$ cat src/rtl/seg_scan_decoder.sv
// seg_scan_decoder: recovers the four hex digits shown on a multiplexed,
// active-low 7-segment display by watching the anode and segment buses.
// A digit is captured once {an,seg} has held for STABLE_CYCLES clocks.
// After all four digits are captured, the frame is published in one step.
// Optional feature: define SEG_SCAN_ERR_COUNT_EN to add a saturating
// err_count output that counts captures of unknown patterns.
module seg_scan_decoder #(
  parameter int STABLE_CYCLES = 4
) (
  input  logic        clk,
  input  logic        reset,
  input  logic [6:0]  seg,
  input  logic [3:0]  an,
  output logic [15:0] digits,
  output logic [3:0]  blank,
  output logic [3:0]  invalid,
`ifdef SEG_SCAN_ERR_COUNT_EN
  output logic [7:0]  err_count,
`endif
  output logic        frame_valid
);

  typedef enum logic [1:0] {IDLE, SETTLE, CAPTURED} state_t;

  // Counter value that, combined with one more matching sample, completes a dwell.
  localparam logic [7:0] CAP_AT = 8'(STABLE_CYCLES - 1);

  state_t      state, state_nxt;
  logic [7:0]  cnt, cnt_nxt;
  logic [10:0] prev;
  logic        same;
  logic        capture;
  logic        slot_valid;
  logic [1:0]  slot_idx;
  logic [3:0]  dec_nib;
  logic        dec_blank;
  logic        dec_unknown;
  logic [3:0]  seen;
  logic [3:0]  sh_nib [4];
  logic [3:0]  sh_blank;
  logic [3:0]  sh_invalid;

  assign same = ({an, seg} == prev);

  // A scan slot is valid only when exactly one anode is driven low.
  always_comb begin
    // NOTE: every combinational output gets a default first, so no path leaves it unassigned and no latch is inferred.
    slot_valid = 1'b1;
    slot_idx   = 2'd0;
    case (an)
      4'b1110: slot_idx = 2'd0;
      4'b1101: slot_idx = 2'd1;
      4'b1011: slot_idx = 2'd2;
      4'b0111: slot_idx = 2'd3;
      default: slot_valid = 1'b0;
    endcase
  end

  // Active-low segment pattern to hex nibble, with blank and unknown flags.
  always_comb begin
    dec_nib     = 4'h0;
    dec_blank   = 1'b0;
    dec_unknown = 1'b0;
    case (seg)
      7'h40: dec_nib = 4'h0;
      7'h79: dec_nib = 4'h1;
      7'h24: dec_nib = 4'h2;
      7'h30: dec_nib = 4'h3;
      7'h19: dec_nib = 4'h4;
      7'h12: dec_nib = 4'h5;
      7'h02: dec_nib = 4'h6;
      7'h78: dec_nib = 4'h7;
      7'h00: dec_nib = 4'h8;
      7'h10: dec_nib = 4'h9;
      7'h08: dec_nib = 4'hA;
      7'h03: dec_nib = 4'hB;
      7'h46: dec_nib = 4'hC;
      7'h21: dec_nib = 4'hD;
      7'h06: dec_nib = 4'hE;
      7'h0E: dec_nib = 4'hF;
      7'h7F: dec_blank = 1'b1;
      default: dec_unknown = 1'b1;
    endcase
  end

  // Next-state logic: settle on a slot, capture once per dwell, drop to IDLE on a bad slot.
  always_comb begin
    state_nxt = state;
    cnt_nxt   = cnt;
    capture   = 1'b0;
    if (!slot_valid) begin
      state_nxt = IDLE;
      cnt_nxt   = 8'd0;
    end else begin
      case (state)
        IDLE: begin
          state_nxt = SETTLE;
          cnt_nxt   = 8'd1;
        end
        SETTLE: begin
          if (!same) begin
            cnt_nxt = 8'd1;
          end else if (cnt >= CAP_AT) begin
            cnt_nxt   = cnt + 8'd1;
            capture   = 1'b1;
            state_nxt = CAPTURED;
          end else begin
            cnt_nxt = cnt + 8'd1;
          end
        end
        CAPTURED: begin
          if (!same) begin
            state_nxt = SETTLE;
            cnt_nxt   = 8'd1;
          end
        end
        default: begin
          state_nxt = IDLE;
          cnt_nxt   = 8'd0;
        end
      endcase
    end
  end

  // FSM state, stability counter and last-sample register.
  always_ff @(posedge clk or posedge reset) begin
    // NOTE: sequential state uses non-blocking assignments so every register samples pre-edge values.
    if (reset) begin
      state <= IDLE;
      cnt   <= 8'd0;
      prev  <= 11'd0;
    end else begin
      state <= state_nxt;
      cnt   <= cnt_nxt;
      prev  <= {an, seg};
    end
  end

  // Shadow slots, seen tracking, and atomic publish of a completed frame.
  always_ff @(posedge clk or posedge reset) begin
    if (reset) begin
      // NOTE: the shadow array is reset explicitly because a reset must discard partial frames.
      for (int i = 0; i < 4; i++) sh_nib[i] <= 4'h0;
      sh_blank    <= 4'h0;
      sh_invalid  <= 4'h0;
      seen        <= 4'h0;
      digits      <= 16'h0000;
      blank       <= 4'h0;
      invalid     <= 4'h0;
      frame_valid <= 1'b0;
    end else begin
      frame_valid <= &seen;
      if (&seen) begin
        digits  <= {sh_nib[3], sh_nib[2], sh_nib[1], sh_nib[0]};
        blank   <= sh_blank;
        invalid <= sh_invalid;
        seen    <= 4'h0;
      end else if (capture) begin
        seen[slot_idx] <= 1'b1;
      end
      if (capture) begin
        sh_nib[slot_idx]     <= dec_nib;
        sh_blank[slot_idx]   <= dec_blank;
        sh_invalid[slot_idx] <= dec_unknown;
      end
    end
  end

`ifdef SEG_SCAN_ERR_COUNT_EN
  // Saturating count of captures whose pattern is not in the decode table.
  always_ff @(posedge clk or posedge reset) begin
    if (reset) begin
      err_count <= 8'd0;
    end else if (capture && dec_unknown && (err_count != 8'hFF)) begin
      err_count <= err_count + 8'd1;
    end
  end
`endif

endmodule

$ cat config.mk
export PLATFORM = sky130hd
export DESIGN_NAME = seg_scan_decoder
export DESIGN_NICKNAME = d
export VERILOG_FILES = /design/src/rtl/seg_scan_decoder.sv
export SDC_FILE = /design/constraint.sdc
export NUM_CORES = 1
export LEC_CHECK = 0
export BUFFER_PORTS_ARGS = -buffer_cell sky130_fd_sc_hd__buf_4
export CAP_MARGIN = 10
export CORE_MARGIN = 5
export CORE_UTILIZATION = 60
export CTS_CLUSTER_SIZE = 14
export DETAILED_ROUTE_END_ITERATION = 8
export PLACE_DENSITY = 0.91
export SYNTH_ARGS = -nofsm -noshare
export SYNTH_HDL_FRONTEND = slang
export SYNTH_SLANG_ARGS = --single-unit
$ cat constraint.sdc
create_clock -name clk -period 7.8 [get_ports clk]
set_input_delay 1.95 -clock clk [delete_from_list [all_inputs] [get_ports clk]]
set_output_delay 1.95 -clock clk [all_outputs]
set_load 0.01 [all_outputs]
* Word-level counts from Yosys, hierarchy flattened
Cells that the tools add are included.
** Word-level totals
- RAM bits :: 0
- Bits in registers :: 74
- Input bits :: 13
- Memories kept :: 0
- Bits in latches :: 0
- Bits in read-only memories :: 0
- Output and inout bits :: 25
** Cells by class
- Shift operators :: 0
- Div/mod/pow operators :: 0
- $add $sub $neg :: 1
- Reductions and logical operators :: 9
- Equal/unequal tests :: 26
- $lt $le $gt $ge :: 5
- Bitwise operators :: 2
- Muxes and demuxes :: 27
- Multiply operators :: 0
** Operator list (count)
- $pmux 4 s15 :: 1
- $eq 7x7->1 const B :: 5
- $mux 8 :: 3
- $pmux 8 s3 :: 1
- $eq 7x5->1 const B :: 3
- $eq 7x6->1 const B :: 3
- $reduce_or 17->1 :: 1
- $bwmux 16 :: 1
- $eq 7x2->1 const B :: 2
- $eq 7x4->1 const B :: 2
- $eq 4x4->1 const B :: 3
- $mux 4 :: 3
- $pmux 2 s3 :: 2
- $eq 11x11->1 :: 1
- $ne 3x3->1 const B :: 3
- $add 8x1->8 const B :: 1
- $bwmux 4 :: 2
- $demux 4 s2 :: 1
- $ge 8x2->1 const B :: 1
- $mux 1 :: 8
- $mux 2 :: 4
- $eq 7x3->1 const B :: 1
- $logic_not 7->1 :: 1
- $eq 4x3->1 const B :: 1
- other kinds (15) :: 16

* Longest topological paths before layout
- Depth after elaboration :: 9
- Depth in mapped cells :: 8

* Worst setup path after synthesis
OpenSTA, ideal clock, no wires.
- Kind :: input to register
- Start :: in seg[1]
- End :: reg sh_blank[1]
- Data required time :: 7675 ps
- Setup slack :: 4257 ps
- Stages :: 8
- Library setup time :: 125 ps
- Arrival :: 3418 ps
- Path through :: buf_6 xor2_2 nor4_4 and3_1 buf_6 and3_4 buf_6 mux2_4
** Between the ends
- Cells in the longest elaborated chain, start to end :: 4
** RTL lines
- start: declaration :: RTL line 12 : input logic [6:0] seg,
- $eq 11x11->1 :: RTL line 43 : assign same = ({an, seg} == prev);
- $mux 1 :: RTL line 101 : if (!same) begin
- $mux 1 :: RTL line 95 : case (state)
- $mux 1 :: RTL line 91 : if (!slot_valid) begin
- end signal: indexed assignment :: RTL line 163 : sh_blank[slot_idx] <= dec_blank;
- end: declaration :: RTL line 40 : logic [3:0] sh_blank;
Parallel ways exist; a longest one is shown, timed or not.
A chain may end at the register's enable or synchronous reset.

* Worst setup path after layout
- Start :: in seg[2]
- End :: reg sh_blank[1]
The elaborated chain is that of the path after synthesis.

==> metrics.csv <==
metric,value,unit
die_w,86.77,microns
antenna_found_initial,0,
combPwrFrac,7.0,%
clkPwrFrac,36.5,%
synthTopCellsByCount,"nand2_1 (82), dfrtp_1 (74), nor2_1 (15), xor2_1 (15), nor3_1 (11)",
drtAntennaViolNets,0,
drt_iter0_markers,161,
cap_violations,0,
hold_viol_final,0,
cts_tree,done,
power_leakage,0.001958,uW
synth_cell_types,53,
hpwl,5120,microns
core,5816,sq um
die_h,86.77,microns
rsz0062_at_grt,no,
boundaryPins,38,
p_int,522.9,uW
synthTopCellsByArea,"dfrtp_1 (52%), nand2_1 (8.7%), xor2_1 (3.7%)",
async_reset_ff_share,100.0,%
path_buf_inv,1,
synth_ff_type,dfrtp_1,
cp_max_fo,22,
clockBufferDepth,2,
clock_sinks,74,
timing.rr.start,cnt[0],
viasPerCell,5.918,
hp-start,sh_nib[0],
power,690.4,uW
wirelength,7409,microns
post_cts_buffers,0,
critPathLaunch,seg[2],
area_growth,12.53,%
status,"complete, no violations",
drc,0,
synth_cells,345,
io_buffer_count,37,
crit_path_start_kind,input port,
synth_top_area_share,52.37,%
wire_per_inst,16.36,microns
postCtsHoldBufs,0,
cp.depth,6,
synth_most_common_cell,nand2_1,
setup_viol,0,
yosysWarnings,0,
syn_area_per_cell,10.25,sq um
num_antenna_cells,0,
fillCellCount,423,
cts_buffers,9,
cts-root-buf,clkbuf_8,
drv_slew,0,
r2r_cells,5,
ys_seq_elements,74,
grt_pass1_wl,12580,microns
synth_edf_count,0,
synth_fp_nets,359,
fin_setup_tns,0,ns
hold_class,reg2reg,
nets,389,
place_congestion,0.7704,
fin_worst_skew,0.007832,ns
rows,28,
syn_area,3536,sq um
clkSlewWorstSetupHoldPaths,0.07,ns
clock_latency,0.34,ns
grt_max_degree,75,
vias,2681,
globalRouteOverflowTotal,0,
crit_required,8.02,ns
start_util,60.80,%
switching_share,24.26,%
ir_drop,0.1071,mV
power.switching,167.5,uW
dr.pass1.iters,4,
end_kind,flip-flop,
yosysSeqAreaShare,52.37,%
postCtsResizedCells,0,
seqPwrFrac,56.5,%
path_cells,buf_4 -> xor2_1 -> nor4_2 -> and3_1 -> and3_4 -> mux2_4,
die_area,7528,sq um
powerDensity,173.5,nW/um^2
track_usage,21.63,%
critPathMaxStageDelay,0.37,ns
tightest_slew,0.8993,ns
max_freq,289.5,MHz
slew_headroom,40.05,%
period_needed,3.455,ns
arrival,3.68,ns
crit_type,in2reg,
cts_max_level,3,
fin_crit_sh,44.29,%
critical-path-slowest-cell,nor4_2,
whs_path_depth,2,
crit_family,simple AND/OR/NAND/NOR gates,
drive_above_1_share,20.11,%
synth_area_leader_cell,dfrtp_1,
grt_pass1_vias,2682,
==> final cells by class <==
| cell class | instances | area, sq um | area share (%) |
|---|---|---|---|
| clock inverter | 3 | 17.52 | 0.4403 |
| tap | 75 | 93.84 | 2.358 |
| timing repair buffer | 39 | 292.8 | 7.358 |
| multi-input combinational | 243 | 1551 | 38.99 |
| sequential | 74 | 1852 | 46.54 |
| inverter | 8 | 30.03 | 0.7547 |
| clock buffer | 11 | 141.4 | 3.553 |
==> worst register-to-register path: stages, from the launching register on <==
cell	delay (ns)
dfrtp_1	0.42
ha_1	0.25
nor4_2	0.09
a2111oi_0	0.42
and4_1	0.39
mux2_2	0.37
==> power by group through the flow <==
stage / combinational, uW / sequential [uW] / clock [uW]
final: 48.5 / 390 / 252
after CTS: 48.9 / 390 / 255
after detailed placement: 48.6 / 397 / 0
after floorplan: 34.4 / 397 / 0
after global placement: 46.6 / 397 / 0
after global routing: 54.5 / 390 / 270
==> placed cells by master, fill, tap and decap left out, types with 3 or more instances in the layout <==
| cell type | synthesis | layout |
|---|---|---|
| buf_4 | 0 | 39 |
| mux2_2 | 9 | 9 |
| xor2_1 | 15 | 15 |
| nor2_1 | 15 | 15 |
| a211oi_1 | 3 | 3 |
| mux2_1 | 6 | 6 |
| nand4_1 | 4 | 4 |
| nor3_1 | 11 | 11 |
| a21oi_1 | 7 | 7 |
| clkbuf_8 | 0 | 10 |
| a31oi_1 | 4 | 4 |
| inv_1 | 7 | 6 |
| o21a_1 | 5 | 5 |
| nand3_1 | 8 | 8 |
| nor2b_1 | 3 | 3 |
| xnor2_1 | 3 | 3 |
| nand2_1 | 82 | 82 |
| nand2b_1 | 6 | 6 |
| a22oi_1 | 5 | 5 |
| nor4_1 | 5 | 5 |
| o21ai_0 | 8 | 8 |
| mux2_4 | 5 | 5 |
| dfrtp_1 | 74 | 74 |
==> registers in the layout (all words and copies together), names as in the netlist <==
name         count
digits          16
sh_invalid       4
invalid          4
state            2
blank            4
frame_valid      1
cnt              8
sh_nib          16
prev            11
seen             4
sh_blank         4
==> metal layers <==
| metal | routed length [microns] | global-route usage (%) | share of wire [%] | vias up |
|---|---|---|---|---|
| li1 | - | - | - | 1251 |
| met1 | 3014 | 28.04 | 41 | 1340 |
| met2 | 3859 | 35.81 | 52 | 75 |
| met3 | 378 | 3.042 | 5.1 | 15 |
| met4 | 156 | 10.48 | 2.1 | 0 |
| met5 | 0 | 0 | 0 | - |
==> stage by stage <==
stage / setup WS [ns] / instances / util (%) / hold WS [ns] / area (sq um)
floorplan: 3.968 / 345 / - / 0.4315 / 3536
global placement: 4.093 / 439 / 65.68 / 0.4530 / 3820
detailed placement: 4.015 / 439 / 65.68 / 0.4588 / 3820
CTS: 4.375 / 453 / 68.42 / 0.4766 / 3979
global route: 4.262 / 453 / 68.42 / 0.5033 / 3979
finish: 4.345 / 453 / 68.42 / 0.4694 / 3979
==> worst paths after layout <==
kind / slack [ns] / to
worst max-delay path: 4.35 / sh_blank[1]
worst min-delay path: 0.47 / digits[12]
worst max register to register: 5.73 / sh_nib[7]
worst min register to register: 0.47 / digits[12]
max in group asynchronous: 5.33 / prev[10]
min in group asynchronous: 1.85 / cnt[2]
==> kinds of logic (layout without fill, tap and decap cells) <==
logic type                 Yosys count  after routing  synth area share, %
DFF                                 74             74                52.37
xor gates and xnor gates            19             19                4.919
muxes                               22             22                7.466
buffers and inverters               28             61                3.751
and+or+nand+nor                    156            156                22.29
AOI/OAI and AO/OA                   45             45                8.847
adders and majority gates            1              1               0.3538
Power figures use the tool's default switching activity.
